**config.mk**
```make
export PLATFORM = sky130hd
export DESIGN_NAME = vmem_local_seq
export DESIGN_NICKNAME = d
export VERILOG_FILES = /design/src/rtl/vmem_seq_pkg.sv /design/src/rtl/vmem_seq_tailmask.sv /design/src/rtl/vmem_local_seq.sv
export SDC_FILE = /design/constraint.sdc
export NUM_CORES = 1
export LEC_CHECK = 0
export CAP_MARGIN = 30
export CORE_AREA = 2 2 503 505
export DETAILED_ROUTE_END_ITERATION = 16
export DIE_AREA = 0 0 505 507
export SETUP_SLACK_MARGIN = 0.1
export SKIP_CTS_REPAIR_TIMING = 1
export SLEW_MARGIN = 15
export SYNTH_ARGS = -nofsm -noshare
export SYNTH_HDL_FRONTEND = slang
export SYNTH_SLANG_ARGS = --single-unit
```
**constraint.sdc**
```tcl
create_clock -name clk -period 5.05 [get_ports clk]
set_clock_uncertainty 0.05 [all_clocks]
set_input_delay 0.505 -clock clk [delete_from_list [all_inputs] [get_ports clk]]
set_output_delay 0.505 -clock clk [all_outputs]
set_load 0.01 [all_outputs]
```
**src/rtl/vmem_seq_pkg.sv**
```systemverilog
// rtl/vmem_seq_pkg.sv - shared types and op-field layout for the vector memory sequencer
//
// Purpose: FSM state enum, bit positions inside the 7-bit op word
// {memop, pattern[1:0], size[1:0], signed, we} and the address pattern codes.
// No ports.
package vmem_seq_pkg;

  typedef enum logic [1:0] {
    ST_IDLE  = 2'd0,
    ST_ISSUE = 2'd1,
    ST_DRAIN = 2'd2
  } seq_state_e;

  localparam int OP_W       = 7;
  localparam int OP_WE      = 0;
  localparam int OP_SIGNED  = 1;
  localparam int OP_SIZE_LO = 2;
  localparam int OP_SIZE_HI = 3;
  localparam int OP_PAT_LO  = 4;
  localparam int OP_PAT_HI  = 5;
  localparam int OP_MEMOP   = 6;

  // Any pattern with bit 1 set is indexed.
  localparam logic [1:0] PAT_UNIT   = 2'b00;
  localparam logic [1:0] PAT_STRIDE = 2'b01;
  localparam logic [1:0] PAT_INDEX  = 2'b10;

endpackage

```
**src/rtl/vmem_seq_tailmask.sv**
```systemverilog
// rtl/vmem_seq_tailmask.sv - vector-length tail mask for one beat
//
// Purpose: lane i of beat k is enabled when element k*NUMLANES+i is below vl.
// Ports:
//   vl    in   VLWIDTH   instruction vector length
//   beat  in   BEATW     beat index
//   en    out  NUMLANES  per-lane enable
module vmem_seq_tailmask #(
  parameter int NUMLANES = 8,
  parameter int VLWIDTH  = 7,
  parameter int BEATW    = 3
) (
  input  logic [VLWIDTH-1:0]  vl,
  input  logic [BEATW-1:0]    beat,
  output logic [NUMLANES-1:0] en
);

  logic [31:0] first_elem;

  always_comb begin
    first_elem = 32'(beat) * 32'(NUMLANES);
    for (int i = 0; i < NUMLANES; i++) begin
      en[i] = (first_elem + 32'(i)) < 32'(vl);
    end
  end

endmodule

```
**src/rtl/vmem_local_seq.sv**
```systemverilog
// rtl/vmem_local_seq.sv - vector memory request sequencer driving local memory port A
//
// Purpose: accepts one vector load/store, issues it as NUMLANES-wide beats and
// returns load beats one cycle after issue with their beat tag.
// Optional feature: define VMEM_SEQ_MASK_EN to add the vmask port, ANDed into
// mem_en (and therefore ld_en).
// Ports:
//   clk, reset                 clock, asynchronous active-high reset
//   req_valid/req_ready        instruction handshake (ready only in IDLE)
//   req_op/base/stride/vl      instruction fields, latched on acceptance
//   stall                      port A busy, freezes beat issue
//   mem_op/address/stride/offset/en/data  port A request (combinational)
//   mem_out                    port A read data, one cycle after a read issue
//   beat                       registered beat index for register-file reads
//   offset_in, st_data         per-beat indexed offsets and store data
//   vmask                      per-lane mask (VMEM_SEQ_MASK_EN only)
//   ld_valid/ld_beat/ld_data/ld_en  load return to writeback
//   busy, done                 activity flag and single-cycle completion pulse
module vmem_local_seq
  import vmem_seq_pkg::*;
#(
  parameter int NUMLANES     = 8,
  parameter int DATAWORDSIZE = 32,
  parameter int VCWIDTH      = 32,
  parameter int MEMDEPTH     = 2048,
  parameter int LOGMEMDEPTH  = $clog2(MEMDEPTH),
  parameter int MAXVL        = 64,
  parameter int VLWIDTH      = $clog2(MAXVL + 1),
  parameter int BEATW        = $clog2(MAXVL / NUMLANES)
) (
  input  logic                             clk,
  input  logic                             reset,
  input  logic                             req_valid,
  output logic                             req_ready,
  input  logic [OP_W-1:0]                  req_op,
  input  logic [LOGMEMDEPTH-1:0]           req_base,
  input  logic [VCWIDTH-1:0]               req_stride,
  input  logic [VLWIDTH-1:0]               req_vl,
  input  logic                             stall,
  output logic [OP_W-1:0]                  mem_op,
  output logic [LOGMEMDEPTH-1:0]           mem_address,
  output logic [VCWIDTH-1:0]               mem_stride,
  output logic [NUMLANES*8-1:0]            mem_offset,
  output logic [NUMLANES-1:0]              mem_en,
  output logic [NUMLANES*DATAWORDSIZE-1:0] mem_data,
  input  logic [NUMLANES*DATAWORDSIZE-1:0] mem_out,
  output logic [BEATW-1:0]                 beat,
  input  logic [NUMLANES*8-1:0]            offset_in,
  input  logic [NUMLANES*DATAWORDSIZE-1:0] st_data,
`ifdef VMEM_SEQ_MASK_EN
  input  logic [NUMLANES-1:0]              vmask,
`endif
  output logic                             ld_valid,
  output logic [BEATW-1:0]                 ld_beat,
  output logic [NUMLANES*DATAWORDSIZE-1:0] ld_data,
  output logic [NUMLANES-1:0]              ld_en,
  output logic                             busy,
  output logic                             done
);

  localparam int LOG_NL = $clog2(NUMLANES);

  seq_state_e               state_q, state_d;
  logic [BEATW-1:0]         beat_q, beat_d;
  logic [BEATW-1:0]         last_q, last_d;
  logic [OP_W-1:0]          op_q, op_d;
  logic [LOGMEMDEPTH-1:0]   base_q, base_d;
  logic [VCWIDTH-1:0]       stride_q, stride_d;
  logic [VLWIDTH-1:0]       vl_q, vl_d;
  logic                     zdone_q, zdone_d;
  logic                     ld_valid_q, ld_valid_d;
  logic [BEATW-1:0]         ld_beat_q, ld_beat_d;
  logic [NUMLANES-1:0]      ld_en_q, ld_en_d;

  logic                     issue;
  logic                     last_issue;
  logic                     in_issue;
  logic [31:0]              nbeats;
  logic [NUMLANES-1:0]      tail_en;
  logic [NUMLANES-1:0]      lane_en;
  logic [1:0]               pat;
  logic [VCWIDTH-1:0]       beat_ext;
  logic [VCWIDTH-1:0]       unit_off;
  logic [VCWIDTH-1:0]       stride_off;
  logic [LOGMEMDEPTH-1:0]   addr_calc;

  vmem_seq_tailmask #(
    .NUMLANES (NUMLANES),
    .VLWIDTH  (VLWIDTH),
    .BEATW    (BEATW)
  ) u_tailmask (
    .vl   (vl_q),
    .beat (beat_q),
    .en   (tail_en)
  );

`ifdef VMEM_SEQ_MASK_EN
  assign lane_en = tail_en & vmask;
`else
  assign lane_en = tail_en;
`endif

  // Offsets are formed at VCWIDTH and truncated, which gives the silent
  // modulo-MEMDEPTH wrap for both unit and strided patterns.
  always_comb begin
    pat        = op_q[OP_PAT_HI:OP_PAT_LO];
    beat_ext   = VCWIDTH'(beat_q);
    unit_off   = beat_ext << LOG_NL;
    stride_off = (beat_ext * stride_q) << LOG_NL;
    if (pat == PAT_UNIT) begin
      addr_calc = base_q + unit_off[LOGMEMDEPTH-1:0];
    end else if (pat == PAT_STRIDE) begin
      addr_calc = base_q + stride_off[LOGMEMDEPTH-1:0];
    end else begin
      addr_calc = base_q;
    end
  end

  always_comb begin
    state_d    = state_q;
    beat_d     = beat_q;
    last_d     = last_q;
    op_d       = op_q;
    base_d     = base_q;
    stride_d   = stride_q;
    vl_d       = vl_q;
    zdone_d    = 1'b0;
    ld_valid_d = 1'b0;
    ld_beat_d  = '0;
    ld_en_d    = '0;
    issue      = 1'b0;
    last_issue = 1'b0;
    nbeats     = (32'(req_vl) + 32'(NUMLANES - 1)) >> LOG_NL;

    unique case (state_q)
      ST_IDLE: begin
        if (req_valid) begin
          op_d     = req_op;
          base_d   = req_base;
          stride_d = req_stride;
          vl_d     = req_vl;
          beat_d   = '0;
          last_d   = BEATW'(nbeats - 32'd1);
          // An empty instruction never leaves IDLE; it only reports completion.
          if (req_vl == '0) begin
            zdone_d = 1'b1;
          end else begin
            state_d = ST_ISSUE;
          end
        end
      end
      ST_ISSUE: begin
        issue = !stall;
        if (issue) begin
          if (!op_q[OP_WE]) begin
            ld_valid_d = 1'b1;
            ld_beat_d  = beat_q;
            ld_en_d    = lane_en;
          end
          if (beat_q == last_q) begin
            last_issue = 1'b1;
            beat_d     = '0;
            state_d    = op_q[OP_WE] ? ST_IDLE : ST_DRAIN;
          end else begin
            beat_d = beat_q + BEATW'(1);
          end
        end
      end
      ST_DRAIN: begin
        state_d = ST_IDLE;
      end
      default: begin
        state_d = ST_IDLE;
      end
    endcase
  end

  always_ff @(posedge clk or posedge reset) begin
    if (reset) begin
      state_q    <= ST_IDLE;
      beat_q     <= '0;
      last_q     <= '0;
      op_q       <= '0;
      base_q     <= '0;
      stride_q   <= '0;
      vl_q       <= '0;
      zdone_q    <= 1'b0;
      ld_valid_q <= 1'b0;
      ld_beat_q  <= '0;
      ld_en_q    <= '0;
    end else begin
      state_q    <= state_d;
      beat_q     <= beat_d;
      last_q     <= last_d;
      op_q       <= op_d;
      base_q     <= base_d;
      stride_q   <= stride_d;
      vl_q       <= vl_d;
      zdone_q    <= zdone_d;
      ld_valid_q <= ld_valid_d;
      ld_beat_q  <= ld_beat_d;
      ld_en_q    <= ld_en_d;
    end
  end

  // Port A fields are held during a stall; only mem_op drops.
  assign in_issue    = (state_q == ST_ISSUE);
  assign req_ready   = (state_q == ST_IDLE);
  assign mem_op      = issue ? op_q : '0;
  assign mem_address = in_issue ? addr_calc : '0;
  assign mem_stride  = in_issue ? stride_q : '0;
  assign mem_offset  = in_issue ? offset_in : '0;
  assign mem_en      = in_issue ? lane_en : '0;
  assign mem_data    = in_issue ? st_data : '0;
  assign beat        = beat_q;
  assign ld_valid    = ld_valid_q;
  assign ld_beat     = ld_beat_q;
  assign ld_en       = ld_en_q;
  // The RAM presents read data in the cycle after issue, aligned with ld_valid.
  assign ld_data     = ld_valid_q ? mem_out : '0;
  assign busy        = (state_q != ST_IDLE);
  // Store completion coincides with the last issue; load completion with the drain cycle.
  assign done        = zdone_q | (last_issue & op_q[OP_WE]) | (state_q == ST_DRAIN);

endmodule

```
==> metrics.txt, run 1 <==
Layout area overhead=203.3%; row count=184; total leakage power=9.068 nW; drt pass-1 iters=5; Root Buffer=clkbuf_16; register bit total from synthesis=78; die area=256,000 sq um; CTS Buffer Depth=2; Syn Area/Cell=7.142 sq um; PortBufs=1,288; pwr/cell area=434.9 nW/um^2; # setup viols final=0; count leader, synth=and2_1; multiplexer share of the synthesized area=0.3533%; Synth area leaders=and2_1 (46%), dfrtp_1 (23%), nand2_1 (8.2%); xor-xnor portion of the synthesized cell area=2.149%; fin crit share=92.43%; TritonCTS Sinks=78; first-pass GRT wire length=235,600 um; CTS tree=done; Hold WS=0.4142 ns; total I/O pin count=1,289; total number of vias=14,850; Syn Std Cell Area=8499 sq um; Hold Violations, Final=0; Core Region=250,500 sq um; Yosys top cell area share=46.00%; fraction of layout cells with a size suffix above 1=2.353%; final WL=205,300 um; drt drc=0; Final Max Tran Viols=0; critical path startpoint=beat[2]$_DFFE_PP0P_; largest family of logic cells by synthesized area=simple AND/OR/NAND/NOR gates; placed cell count=5,753; HP Start=stride_q[21]$_DFFE_PP0P_; status=finished, final reports clean; Worst Path Arrival=4.11 ns; Mapped Cells=1,190; routability cong.=0.9817; CP endpoint kind=primary output; CTS Buf Count=9; antenna violations before repair=336; Synth Area in Adders=5.123%; YS warnings=0; WS Path Type=reg2out; Post-Layout Cell Count=5,811; max cap viols=0; Slew HR=40.24%; Layout Nets=3,084; Yosys top cell by area=and2_1; Hold WC Path Type=reg2reg; Fin Setup TNS=0 ns; Routed WL per cell=35.33 um; worst-margin pin slew=0.8964 ns; minimum clock period after layout=4.668 ns; Overall Global Routing Usage=15.36%; pin count of the biggest net entering global routing=137; syn_nets=1,857; total power draw=11.21 mW; Max H-tree Level=3; RSZ-0062 raised after global routing=no; Post-Synth Simple-Gate Area=58.38%; Die W=505 um; WP data required=4.49 ns; Worst setup SP type=flop; Final ANT Viol Nets=0; post-synthesis async set-or-reset flop share=100.0%; RR Startpoint=state_q[1]$_DFFE_PP0P_; share of the core filled with cells=10.29%; Final HPWL DP=193,000 um; worst-skew pair later-pin latency=0.36 ns; worst vdd ir=0.3029 mV; complex-gate fraction of the synthesized area=4.902%; Post-synth EDFFs=0; Die Y=507 um; final global-route overflow total=0; Initial Util=3.393%; vias in the first global route=14,110; crit path max fanout=9; clock slew seen by the registers of the worst setup and hold paths=0.08 ns; Layout fillers=29,170; initial drt markers=738; sequential area share after synthesis=22.96%; Post-synth top cells=and2_1 (625), nand2_1 (186), dfrtp_1 (78); most common flop cell mapped by yosys=dfrtp_1; number of vias per cell=2.555; Fmax=214.2 MHz; Distinct cells, synth=49
cell usage in the layout (no fill, tap or decap), types with 8 or more instances in the layout:
cell type / instances
ha_1: 22
diode_2: 41
and2_1: 624
nand2_1: 185
dfrtp_1: 76
a21oi_1: 24
fa_1: 8
nor2_1: 25
nand3_1: 9
inv_1: 24
clkbuf_16: 9
o21ai_0: 19
clkdlybuf4s50_1: 1281
buf_4: 17
xnor2_1: 12
kinds of logic after synthesis:
kind of cell / count (synthesis)
compound gates: 68
fa+ha+maj: 30
xor+xnor: 20
buf+inv: 114
simple gates: 877
flops: 78
mux: 3
registers in the layout, summed over array words and instances, names as in the netlist:
register	flops
base_q	11
zdone_q	1
op_q	7
state_q	2
last_q	3
stride_q	32
beat	3
ld_en	8
ld_valid	1
ld_beat	3
vl_q	7
layout make-up:
type                       count  area, sq um  area share (%)
inverter                      26        100.1          0.3883
clock buffer                   9        225.2          0.8738
timing repair buffer        1304        13080           50.74
clock inverter                 7        85.08          0.3301
multi-input combinational    998         6038           23.43
tap                         3348         4189           16.25
antenna                       41        102.6          0.3981
sequential                    78         1957           7.592
path summary, 6_finish.rpt:
path | depth (start not counted) | slack [ns] | end
hold reg to reg | 2 | 0.41 | stride_q[21]$_DFFE_PP0P_
setup reg to reg | 4 | 2.80 | state_q[0]$_DFFE_PP0P_
min in group asynchronous | 2 | 0.59 | ld_en[3]$_DFF_PP0_
max in group asynchronous | 3 | 3.38 | beat[2]$_DFFE_PP0P_
hold / removal | 2 | 0.41 | stride_q[21]$_DFFE_PP0P_
setup / recovery | 15 | 0.38 | mem_address[10]
per-stage QoR:
step | setup slack, ns | cell area [sq um]
floorplan | 1.031 | 8499
CTS | 0.2360 | 25640
finish | 0.3822 | 25770
detailed placement | 0.6476 | 25330
global route | 0.1839 | 25690
global placement | 0.6911 | 25330
critical path, cell delays in order (launching register included):
cell	delay, ns
dfrtp_2	0.49
nand2_1	0.12
fa_1	0.54
inv_1	0.04
ha_1	0.22
fa_1	0.41
a21o_1	0.20
a21oi_1	0.18
xnor2_1	0.16
ha_1	0.30
a21o_1	0.20
a31oi_2	0.15
xnor2_1	0.19
a21oi_1	0.07
nand4b_1	0.26
buf_12	0.20
power by group:
group / internal [mW] / total (mW) / switching [mW]
combinational: 4.30 / 9.23 / 4.93
clock: 0.396 / 0.724 / 0.329
sequential: 0.902 / 1.26 / 0.358
routing by layer:
layer  routed length (um)  track usage, %  share of wire, %
met1                84530           18.21                41
met2                84150           22.60                41
met3                33450           11.85                16
met4                 1926          0.9897              0.94
met5                 1234               0              0.60
Power figures use the tool's default switching activity.
==> run 2: changes to the inputs <==
--- a/config.mk
+++ b/config.mk
@@ -9,6 +9,7 @@
 export CORE_AREA = 2 2 503 505
 export DETAILED_ROUTE_END_ITERATION = 16
 export DIE_AREA = 0 0 505 507
+export PLACE_DENSITY = 0.32
 export SETUP_SLACK_MARGIN = 0.1
 export SKIP_CTS_REPAIR_TIMING = 1
 export SLEW_MARGIN = 15
==> metrics.txt, run 2 (synthesis gave the netlist of run 1 again) <==
flop2flop setup slack=2.47 ns (was 2.80 ns); worst reg-to-reg path cell count=5 (was 4); Core Region=250,500 sq um (unchanged); total I/O pin count=1,289 (unchanged); Slew HR=42.86% (was 40.24%); worst-skew pair later-pin latency=0.37 ns (was 0.36 ns); DP Area=25,380 sq um (was 25,330 sq um); initial drt markers=803 (was 738); crit path max fanout=8 (was 9); combinational power share=82.9% (was 82.3%); Reg power frac=10.9% (was 11.2%); CTS Buffer Depth=2 (unchanged); Die W=505 um (unchanged); max reg flops=32 (unchanged); Max H-tree Level=3 (unchanged); most frequent cells in the layout=clkdlybuf4s50_1 (1,286), and2_1 (624), nand2_1 (185) (was clkdlybuf4s50_1 (1,281), and2_1 (624), nand2_1 (185)); Worst Path Arrival=4.05 ns (was 4.11 ns); total leakage power=9.064 nW (was 9.068 nW); minimum clock period after layout=4.610 ns (was 4.668 ns); worst vdd ir=0.2753 mV (was 0.3029 mV); status=finished, final reports clean (unchanged); Fmax=216.9 MHz (was 214.2 MHz); WP data required=4.49 ns (about the same); delay of the slowest critical-path stage=0.61 ns (was 0.54 ns); most flop-heavy register=stride_q (unchanged); # setup viols final=0 (unchanged); total number of vias=14,170 (was 14,850); CP max stage cell=clkdlybuf4s50_1 (was fa_1); CTS Buf Count=9 (unchanged); number of vias per cell=2.405 (was 2.555); worst reg2reg endpoint=stride_q[28]$_DFFE_PP0P_ (was state_q[0]$_DFFE_PP0P_); Sw Pwr=5.951 mW (was 5.614 mW); Hold WC Path Type=in2async (was reg2reg); clock slew seen by the registers of the worst setup and hold paths=0.07 ns (was 0.08 ns); TritonCTS Sinks=78 (unchanged); worst path cell trace=nand2_1, fa_1, inv_1, ha_1, fa_1, ha_1, o21a_1, o21ai_0, nand2b_1, a21oi_1, xor2_1, a31oi_1, clkdlybuf4s50_1 (was nand2_1, fa_1, inv_1, ha_1, fa_1, a21o_1, a21oi_1, xnor2_1, ha_1, a21o_1, a31oi_2, xnor2_1, a21oi_1, nand4b_1, buf_12); Overall Global Routing Usage=13.51% (was 15.36%); CP endpoint kind=primary output (unchanged); fraction of layout cells with a size suffix above 1=2.267% (was 2.353%); CTS tree=done (unchanged); max cap viols=0 (unchanged); Final ANT Viol Nets=0 (unchanged); Finished Cell Area=25,980 sq um (was 25,770 sq um); Final Max Tran Viols=0 (unchanged); drt drc=0 (unchanged); clock network power share=6.2% (was 6.5%); Worst setup SP type=flop (unchanged); pwr/cell area=444.5 nW/um^2 (was 434.9 nW/um^2); routability cong.=1.036 (was 0.9817); Layout area overhead=205.7% (was 203.3%); WS Path Type=reg2out (unchanged); Routed WL per cell=30.71 um (was 35.33 um); Switching Fraction=51.52% (was 50.08%); pin count of the biggest net entering global routing=99 (was 137); Internal Pwr Total=5.600 mW (was 5.596 mW); row count=184 (unchanged); fin crit share=91.28% (was 92.43%); Die Y=507 um (unchanged); RSZ-0062 raised after global routing=no (unchanged); vias in the first global route=13,940 (was 14,110); worst-margin pin slew=0.8545 ns (was 0.8964 ns); RR Startpoint=state_q[1]$_DFFE_PP0P_ (unchanged); Root Buffer=clkbuf_16 (unchanged); final WL=181,000 um (was 205,300 um); Hold Violations, Final=0 (unchanged); Layout Nets=3,088 (was 3,084); Initial Util=3.393% (unchanged); Final HPWL DP=166,500 um (was 193,000 um); drt pass-1 iters=5 (unchanged); final global-route overflow total=0 (unchanged); commonest non-fill, non-tap cell in the layout=clkdlybuf4s50_1 (unchanged); Fin Setup TNS=0 ns (unchanged); antenna violations before repair=145 (was 336); PortBufs=1,288 (unchanged); first-pass GRT wire length=212,600 um (was 235,600 um); die area=256,000 sq um (unchanged)
==> run 2: changes by cell type in the layout (fill, tap and decap cells not counted) <==
cell             change
clkbuf_8             +1
inv_6                -3
inv_4                -1
dfrtp_1              -1
dfrtp_2              +1
diode_2             +78
inv_8                -1
clkbuf_1             +2
clkinvlp_4           +1
clkdlybuf4s50_1      +5
buf_16               -1
clkinv_2             +1
==> run 2: metrics by stage <==
| step | power [mW] | utilization [%] | instances | hold WS, ns | setup WS (ns) |
|---|---|---|---|---|---|
| after global routing | 12.30 | 10.26 | 5776 | 0.4263 | 0.1002 |
| after floorplan | 4.555 | - | 1190 | 0.3874 | 1.031 |
| after detailed placement | 11.06 | 10.13 | 5758 | 0.4044 | 0.7298 |
| after CTS | 11.90 | 10.25 | 5774 | 0.4053 | 0.3096 |
| final | 11.55 | 10.37 | 5893 | 0.4000 | 0.4405 |
| after global placement | 11.22 | 10.13 | 5758 | 0.3994 | 0.5860 |
==> run 2: layer usage <==
layer | track usage (%) | routed length, um
met5 | 0 | 376
met4 | 1.339 | 1823
met1 | 18.52 | 85380
met2 | 19.22 | 72770
met3 | 6.877 | 20650
==> run 2: worst max-delay path: cells and delay by family (launching register included) <==
family | cells | cell delay, ns
adders and majority gates | 4 | 1.50
and+or+nand+nor | 2 | 0.20
buffers and inverters | 2 | 0.65
xor gates and xnor gates | 1 | 0.10
AOI/OAI and AO/OA | 4 | 0.73
DFF | 1 | 0.51
==> run 2: final cells by class <==
cell class | count | area [sq um]
Antenna cell | 119 | 297.8
Clock buffer | 12 | 246.5
Clock inverter | 4 | 55.05
Fill cell | 29180 | 224500
Inverter | 26 | 98.84
Multi-Input combinational cell | 998 | 6038
Sequential cell | 78 | 1958
Tap cell | 3348 | 4189
Timing Repair Buffer | 1308 | 13100
==> run 2: how the worst max path moves through the flow <==
stage,from,slack (ns),end,cells past startpoint
finish,beat[0]$_DFFE_PP0P_,0.44,mem_address[9],13
detailed placement,beat[2]$_DFFE_PP0P_,0.73,mem_address[10],16
floorplan,beat[0]$_DFFE_PP0P_,1.03,mem_address[10],15
global route,beat[0]$_DFFE_PP0P_,0.10,mem_address[9],13
CTS,beat[2]$_DFFE_PP0P_,0.31,mem_address[10],16
global placement,beat[2]$_DFFE_PP0P_,0.59,mem_address[10],16
==> run 2: power groups by stage <==
| stage | clock network, mW | logic (mW) | registers (mW) |
|---|---|---|---|
| 2_1_floorplan | 0 | 3.46 | 1.10 |
| 3_3_place_gp | 0 | 9.94 | 1.28 |
| 3_5_place_dp | 0 | 9.78 | 1.28 |
| 4_1_cts | 0.751 | 9.87 | 1.27 |
| 5_1_grt | 0.760 | 10.2 | 1.32 |
| 6_report | 0.715 | 9.58 | 1.26 |
==> run 3: changes to the inputs <==
--- a/config.mk
+++ b/config.mk
@@ -5,7 +5,7 @@
 export SDC_FILE = /design/constraint.sdc
 export NUM_CORES = 1
 export LEC_CHECK = 0
-export CAP_MARGIN = 30
+export CAP_MARGIN = 0
 export CORE_AREA = 2 2 503 505
 export DETAILED_ROUTE_END_ITERATION = 16
 export DIE_AREA = 0 0 505 507
==> results of run 3 <==
The final DEF is identical to that of run 2; final timing and power are the same.
